File: src/rtl/pendulum_pkg.sv
// Shared state encoding and default limits for the pendulum sweep block.
package pendulum_pkg;

  typedef enum logic [2:0] {
    IDLE      = 3'd0,
    SWING_FWD = 3'd1,
    DWELL_HI  = 3'd2,
    SWING_REV = 3'd3,
    DWELL_LO  = 3'd4
  } sweep_state_t;

  localparam logic [15:0] DEF_POS_MIN     = 16'd0;
  localparam logic [15:0] DEF_POS_MAX     = 16'd1000;
  localparam logic [15:0] DEF_STEP        = 16'd10;
  localparam logic [31:0] DEF_DWELL_TICKS = 32'd0;
  localparam logic [31:0] DEF_PWM_PERIOD  = 32'd20000;

endpackage

File: src/rtl/pendulum_sweep_if.sv
// Tick/enable inputs and swing status outputs of pendulum_sweep.
interface pendulum_sweep_if #(
  parameter int unsigned POS_WIDTH = 16
);
  logic                 ce_in;
  logic                 enable;
  logic [POS_WIDTH-1:0] position;
  logic                 direction;
  logic                 at_extreme;

  modport master (
    output ce_in, enable,
    input  position, direction, at_extreme
  );

  modport slave (
    input  ce_in, enable,
    output position, direction, at_extreme
  );
endinterface

File: src/rtl/pendulum_pwm.sv
// Free-running PWM whose duty follows the swing position (used with PENDULUM_PWM_EN).
module pendulum_pwm
  import pendulum_pkg::*;
#(
  parameter int unsigned   POS_WIDTH  = 16,
  parameter logic [31:0]   PWM_PERIOD = DEF_PWM_PERIOD
) (
  input  logic                 clk_in,
  input  logic                 reset_n,
  input  logic [POS_WIDTH-1:0] position,
  output logic                 pwm_out
);

  localparam int unsigned CW = (POS_WIDTH > 32) ? POS_WIDTH : 32;

  logic [31:0]   cnt;
  logic [CW-1:0] cnt_w;
  logic [CW-1:0] pos_w;

  assign cnt_w = CW'(cnt);
  assign pos_w = CW'(position);

  always_ff @(posedge clk_in) begin
    if (!reset_n) begin
      cnt     <= '0;
      pwm_out <= 1'b0;
    end else begin
      cnt     <= (cnt == PWM_PERIOD - 32'd1) ? '0 : cnt + 32'd1;
      pwm_out <= (cnt_w < pos_w);
    end
  end

endmodule

File: src/rtl/pendulum_sweep.sv
// Pendulum position sweeper: ramps between POS_MIN and POS_MAX on ticks, optional dwell.
// Optional PWM output is built only when PENDULUM_PWM_EN is defined.
module pendulum_sweep
  import pendulum_pkg::*;
#(
  parameter int unsigned          POS_WIDTH   = 16,
  parameter logic [POS_WIDTH-1:0] POS_MIN     = DEF_POS_MIN,
  parameter logic [POS_WIDTH-1:0] POS_MAX     = DEF_POS_MAX,
  parameter logic [POS_WIDTH-1:0] STEP        = DEF_STEP,
  parameter logic [31:0]          DWELL_TICKS = DEF_DWELL_TICKS
`ifdef PENDULUM_PWM_EN
  ,
  parameter logic [31:0]          PWM_PERIOD  = DEF_PWM_PERIOD
`endif
) (
  input  logic             clk_in,
  input  logic             reset_n,
  pendulum_sweep_if.slave  bus
`ifdef PENDULUM_PWM_EN
  ,
  output logic             pwm_out
`endif
);

  sweep_state_t         state, state_nxt;
  logic [POS_WIDTH-1:0] pos_q, pos_nxt;
  logic                 dir_q, dir_nxt;
  logic                 ext_q, ext_nxt;
  logic [31:0]          dwell_q, dwell_nxt;
  logic                 tick;
  logic                 reached;
  logic [POS_WIDTH:0]   fwd_sum;
  logic [POS_WIDTH:0]   rev_floor;
  logic                 dwell_last;

  assign tick       = bus.ce_in & bus.enable;
  // One extra bit on both sides so neither the sum nor the floor can wrap.
  assign fwd_sum    = {1'b0, pos_q} + {1'b0, STEP};
  assign rev_floor  = {1'b0, POS_MIN} + {1'b0, STEP};
  assign dwell_last = (dwell_q == DWELL_TICKS - 32'd1);

  always_ff @(posedge clk_in) begin
    if (!reset_n) begin
      state   <= IDLE;
      pos_q   <= POS_MIN;
      dir_q   <= 1'b0;
      ext_q   <= 1'b0;
      dwell_q <= '0;
    end else begin
      state   <= state_nxt;
      pos_q   <= pos_nxt;
      dir_q   <= dir_nxt;
      ext_q   <= ext_nxt;
      dwell_q <= dwell_nxt;
    end
  end

  always_comb begin
    state_nxt = state;
    pos_nxt   = pos_q;
    dir_nxt   = dir_q;
    dwell_nxt = dwell_q;
    reached   = 1'b0;
    if (tick) begin
      case (state)
        IDLE: begin
          state_nxt = SWING_FWD;
          dir_nxt   = 1'b1;
        end
        SWING_FWD: begin
          if (fwd_sum >= {1'b0, POS_MAX}) begin
            pos_nxt = POS_MAX;
            reached = 1'b1;
            if (DWELL_TICKS != 32'd0) begin
              state_nxt = DWELL_HI;
            end else begin
              state_nxt = SWING_REV;
              dir_nxt   = 1'b0;
            end
          end else begin
            pos_nxt = fwd_sum[POS_WIDTH-1:0];
          end
        end
        SWING_REV: begin
          if ({1'b0, pos_q} <= rev_floor) begin
            pos_nxt = POS_MIN;
            reached = 1'b1;
            if (DWELL_TICKS != 32'd0) begin
              state_nxt = DWELL_LO;
            end else begin
              state_nxt = SWING_FWD;
              dir_nxt   = 1'b1;
            end
          end else begin
            pos_nxt = pos_q - STEP;
          end
        end
        DWELL_HI: begin
          if (dwell_last) begin
            dwell_nxt = '0;
            state_nxt = SWING_REV;
            dir_nxt   = 1'b0;
          end else begin
            dwell_nxt = dwell_q + 32'd1;
          end
        end
        DWELL_LO: begin
          if (dwell_last) begin
            dwell_nxt = '0;
            state_nxt = SWING_FWD;
            dir_nxt   = 1'b1;
          end else begin
            dwell_nxt = dwell_q + 32'd1;
          end
        end
        default: state_nxt = IDLE;
      endcase
    end
    // Suppressed after a pulse so back-to-back limits (STEP == full range) stay single-cycle.
    ext_nxt = reached & ~ext_q;
  end

  assign bus.position   = pos_q;
  assign bus.direction  = dir_q;
  assign bus.at_extreme = ext_q;

`ifdef PENDULUM_PWM_EN
  pendulum_pwm #(
    .POS_WIDTH  (POS_WIDTH),
    .PWM_PERIOD (PWM_PERIOD)
  ) u_pwm (
    .clk_in   (clk_in),
    .reset_n  (reset_n),
    .position (pos_q),
    .pwm_out  (pwm_out)
  );
`endif

endmodule
File: src/flat_wrapper.sv
// flat-port wrapper written by rule: the top's interface ports become plain ports
module pendulum_sweep_flat import pendulum_pkg::*;
#(
  parameter int unsigned          POS_WIDTH   = 16,
  parameter logic [POS_WIDTH-1:0] POS_MIN     = DEF_POS_MIN,
  parameter logic [POS_WIDTH-1:0] POS_MAX     = DEF_POS_MAX,
  parameter logic [POS_WIDTH-1:0] STEP        = DEF_STEP,
  parameter logic [31:0]          DWELL_TICKS = DEF_DWELL_TICKS

)
  (clk_in, reset_n, bus_ce_in, bus_enable, bus_position, bus_direction, bus_at_extreme);
  pendulum_sweep_if #(.POS_WIDTH(POS_WIDTH)) bus_i ();
  input  logic clk_in;
  input  logic reset_n;
  input wire logic [$bits(bus_i.ce_in)-1:0] bus_ce_in;
  input wire logic [$bits(bus_i.enable)-1:0] bus_enable;
  output wire logic [$bits(bus_i.position)-1:0] bus_position;
  output wire logic [$bits(bus_i.direction)-1:0] bus_direction;
  output wire logic [$bits(bus_i.at_extreme)-1:0] bus_at_extreme;
  assign bus_i.ce_in = bus_ce_in;
  assign bus_i.enable = bus_enable;
  assign bus_position = bus_i.position;
  assign bus_direction = bus_i.direction;
  assign bus_at_extreme = bus_i.at_extreme;
  pendulum_sweep #(.POS_WIDTH(POS_WIDTH), .POS_MIN(POS_MIN), .POS_MAX(POS_MAX), .STEP(STEP), .DWELL_TICKS(DWELL_TICKS)) u_core (.clk_in(clk_in), .reset_n(reset_n), .bus(bus_i));
endmodule
File: config.mk
export PLATFORM = sky130hd
export DESIGN_NAME = pendulum_sweep_flat
export DESIGN_NICKNAME = d
export VERILOG_FILES = /design/src/rtl/pendulum_pkg.sv /design/src/rtl/pendulum_sweep_if.sv /design/src/rtl/pendulum_pwm.sv /design/src/rtl/pendulum_sweep.sv /design/src/flat_wrapper.sv
export SDC_FILE = /design/constraint.sdc
export NUM_CORES = 1
export LEC_CHECK = 0
export ABC_AREA = 0
export CAP_MARGIN = 20
export CELL_PAD_IN_SITES_DETAIL_PLACEMENT = 1
export CELL_PAD_IN_SITES_GLOBAL_PLACEMENT = 2
export CORE_MARGIN = 4
export CORE_UTILIZATION = 37
export CTS_CLUSTER_DIAMETER = 150
export CTS_CLUSTER_SIZE = 20
export DETAILED_ROUTE_END_ITERATION = 10
export PLACE_DENSITY = 0.83
export SYNTH_ARGS = -nofsm -noshare
export SYNTH_HDL_FRONTEND = slang
export SYNTH_HIERARCHICAL = 1
export SYNTH_SLANG_ARGS = --single-unit
File: constraint.sdc
create_clock -name clk_in -period 4.4 [get_ports clk_in]
set_input_delay 0.88 -clock clk_in [delete_from_list [all_inputs] [get_ports clk_in]]
set_output_delay 0.88 -clock clk_in [all_outputs]
set_load 0.01 [all_outputs]
==> impl_metrics.csv <==
group,metric,value,unit
worst_setup_path,cp.arrival,3.17,ns
final_layout,final_cell_count_no_fill,475,
yosys,ys.warnings.count,6,
floorplan,die_w,96,um
floorplan,rows,31,
sta,totalNegativeSetupSlack,0,ns
global_route,grt_pass1_wl,12800,um
yosys,yosys_register_bits,51,
clocking,htreeDepth,2,
worst_setup_path,critPathSlowestCell,"or4_4",
sta,fmax,335,MHz
run,drv_cap,0,
sta,skew,0.00527,ns
final_layout,diodes,0,
detailed_routing,vias_per_cell,5.49,
worst_setup_path,crit_path_start_kind,"flip-flop",
yosys,syn_inst,366,
sta,slew_headroom,0.524,
clocking,numCtsBuffers,5,
worst_setup_path,r2r_cells,7,
sta,finalSetupViolCount,0,
placed_design,io_buffer_count,20,
final_layout,fin_util,0.435,
final_layout,regArea,1020,um2
worst_setup_path,r2r_setup_slack,1.42,ns
clocking,cts.path.max_buffers,2,
outcome,outcome,"finished, final reports clean",
clocking,cts_tree,"yes",
sta,drv_slew,0,
worst_setup_path,path_class,"flip-flop to flip-flop",
global_route,antenna_found_initial,0,
detailed_routing,drcViolationCount,0,
worst_hold_path,holdPathStages,1,
sta,worstMarginPinSlew,0.714,ns
final_layout,synthToLayoutAreaGrowth,12.5,%
clocking,holdBufCountCts,0,
worst_setup_path,critPathLaunch,"u_core/bus.position[8]",
sta,min_period_over_period,0.678,
placed_design,hpwl,5260,um
final_layout,num-fill-cells,906,
clocking,cts_root_buffer,"clkbuf_8",
placed_design,gp_congestion,0.758,
final_layout,fin_nets,386,
floorplan,die-height,96,um
global_route,grt_max_degree,28,
detailed_routing,drt-wirelength-per-cell,15.2,um
yosys,synth_edf_count,0,
placed_design,dp.cells,466,
yosys,async_flop_share,0,
yosys,synth_nets,377,
floorplan,start_util,0.387,
final_layout,final_layout_size_suffix_gt1_frac,0.0479,
detailed_routing,firstDrtPassIters,4,
detailed_routing,ant_nets,0,
yosys,synth_flop_cell,"dfxtp_1",
clocking,clkTransAtPathRegs,0.09,ns
detailed_routing,finalWirelength,7220,um
worst_setup_path,cp_max_fo,17,
yosys,synth_cell_types,52,
yosys,netlist.area_leader.share,0.356,
worst_setup_path,r2r-end,"u_core/state[1]",
worst_hold_path,worst_hold_path.endpoint,"u_core/bus.at_extreme",
yosys,synth_top_area_cell,"dfxtp_1",
detailed_routing,drt-initial-drc-count,111,
sta,final-hold-violation-count,0,
global_route,grt.overflow.total,0,
sta,rsz0062_at_grt,"false",
clocking,ctsResizeCount,0,
floorplan,die_area,9220,um2
worst_setup_path,crit_chain,"or4_4 -> or3_4 -> nor3_4 -> nand2b_1 -> and2_4 -> nand4_1 -> nor3b_2",
floorplan,io_pins,22,
worst_setup_path,worst_path_dominant_cell_family,"simple AND/OR/NAND/NOR gates",
yosys,syn_avg_cell_area,7.83,um2
worst_setup_path,cp-end-kind,"flip-flop",
detailed_routing,vias,2608,
clocking,cts_setup_buffers,0,
yosys,synth.most_common_cell,"dfxtp_1",
global_route,grt_pass1_vias,2655,
worst_hold_path,hp-class,"flip-flop to flip-flop",
power_and_ir_drop,ir_drop,0.000156,V
power_and_ir_drop,p_leak,1.06,nW
worst_setup_path,crit_path_max_incr_delay,0.61,ns
clocking,cts_sinks,51,
clocking,clk-insertion-delay-late,0.30,ns
power_and_ir_drop,power_density,285,nW/um2
global_route,grt.total_usage,0.174,
yosys,synth.yosys.seq_area_share,0.356,
floorplan,core,7410,um2
yosys,synth_commonest_cells,"dfxtp_1 (51), nor2_1 (47), nand2_1 (26), nand3_1 (21), xnor2_1 (19)",
sta,fin_crit,2.98,ns
yosys,netlist_area,2870,um2
final_layout,multiInputGateArea,1690,um2
yosys,synth_area_leaders,"dfxtp_1 (36%), nor2_1 (6.2%), xnor2_1 (5.8%)",
worst_setup_path,r2r_start,"u_core/bus.position[8]",
worst_hold_path,min_from,"u_core/bus.at_extreme",
worst_setup_path,cp_num_buf_inv,0,
worst_setup_path,critical_path_required,4.59,ns
[logic make-up (layout without fill, tap and decap cells)]
group	after synthesis	in the layout	share of synthesized area
XOR/XNOR	33	33	0.101
flip-flops	51	51	0.356
AO/OA/AOI/OAI	74	74	0.161
AND/OR/NAND/NOR	162	162	0.287
multiplexers	2	2	0.00742
adder cells (fa/ha/maj)	7	7	0.0306
other	1	1	0.00131
buffers and inverters	36	46	0.0555
[worst register-to-register path: cells and delay by family (launching register included)]
family / cells / cell delay [ns]
flops: 1 / 0.44
simple gates: 7 / 2.44
[layer usage]
metal | routed length, um | GRT usage
met3 | 222 | 0.0297
met1 | 3740 | 0.248
met5 | 0 | 0
met4 | 56 | 0.0355
met2 | 3190 | 0.277
[worst max-delay path by stage]
stage	to	slack, ns	cells after the start
after global placement	u_core/state[1]	1.47	7
after floorplan	u_core/state[1]	2.04	9
after CTS	u_core/state[1]	1.43	7
final	u_core/state[1]	1.42	7
after detailed placement	u_core/state[1]	1.44	7
after global routing	u_core/state[1]	1.23	7
[registers in the layout (all words and copies together) (netlist names)]
name	flops
u_core/state	2
u_core/dwell_q	32
u_core/bus.direction	1
u_core/bus.at_extreme	1
u_core/bus.position	15
[cell usage in the layout, fill, tap and decap left out, types with 2 or more instances in the layout]
cell	synthesis	final
dfxtp_1	51	51
nor2_1	47	47
nand2_1	26	26
nand3_1	21	21
clkdlybuf4s50_1	0	20
xnor2_1	19	19
a21oi_1	17	17
inv_1	16	16
nor3_1	15	15
xor2_1	14	14
o21ai_0	14	14
nand4_1	11	11
or3_1	11	11
o21ai_1	10	10
nor4_1	9	9
ha_1	7	7
clkbuf_8	0	6
a31oi_1	6	6
nand2b_1	5	5
o211ai_1	4	4
and3_1	4	4
a22oi_1	3	3
a211oi_1	3	3
o221ai_1	3	3
o22ai_1	3	3
and2_1	2	2
nor2b_1	2	2
o31ai_1	2	2
buf_4	2	2
[cell type report]
cell class	instances	area share
Clock buffer	6	0.0256
Clock inverter	2	0.0109
Inverter	16	0.0186
Multi-Input combinational cell	279	0.523
Sequential cell	51	0.317
Tap cell	99	0.0384
Timing Repair Buffer	22	0.0668
[where the power goes]
| group | switching [mW] | internal, mW |
|---|---|---|
| Combinational | 0.0572 | 0.0428 |
| Sequential | 0.0150 | 0.468 |
| Clock | 0.150 | 0.184 |
| Total | 0.222 | 0.695 |
[through the flow]
stage | instance area (um2) | hold WS, ns | total power [mW] | worst slack, ns
final | 3220 | 0.459 | 0.917 | 1.42
after CTS | 3220 | 0.459 | 0.933 | 1.43
after detailed placement | 3100 | 0.433 | 0.594 | 1.44
after global routing | 3220 | 0.496 | 0.967 | 1.23
after floorplan | 2870 | 0.454 | 0.562 | 2.04
after global placement | 3100 | 0.433 | 0.592 | 1.47
(Power assumes the default switching activity.)
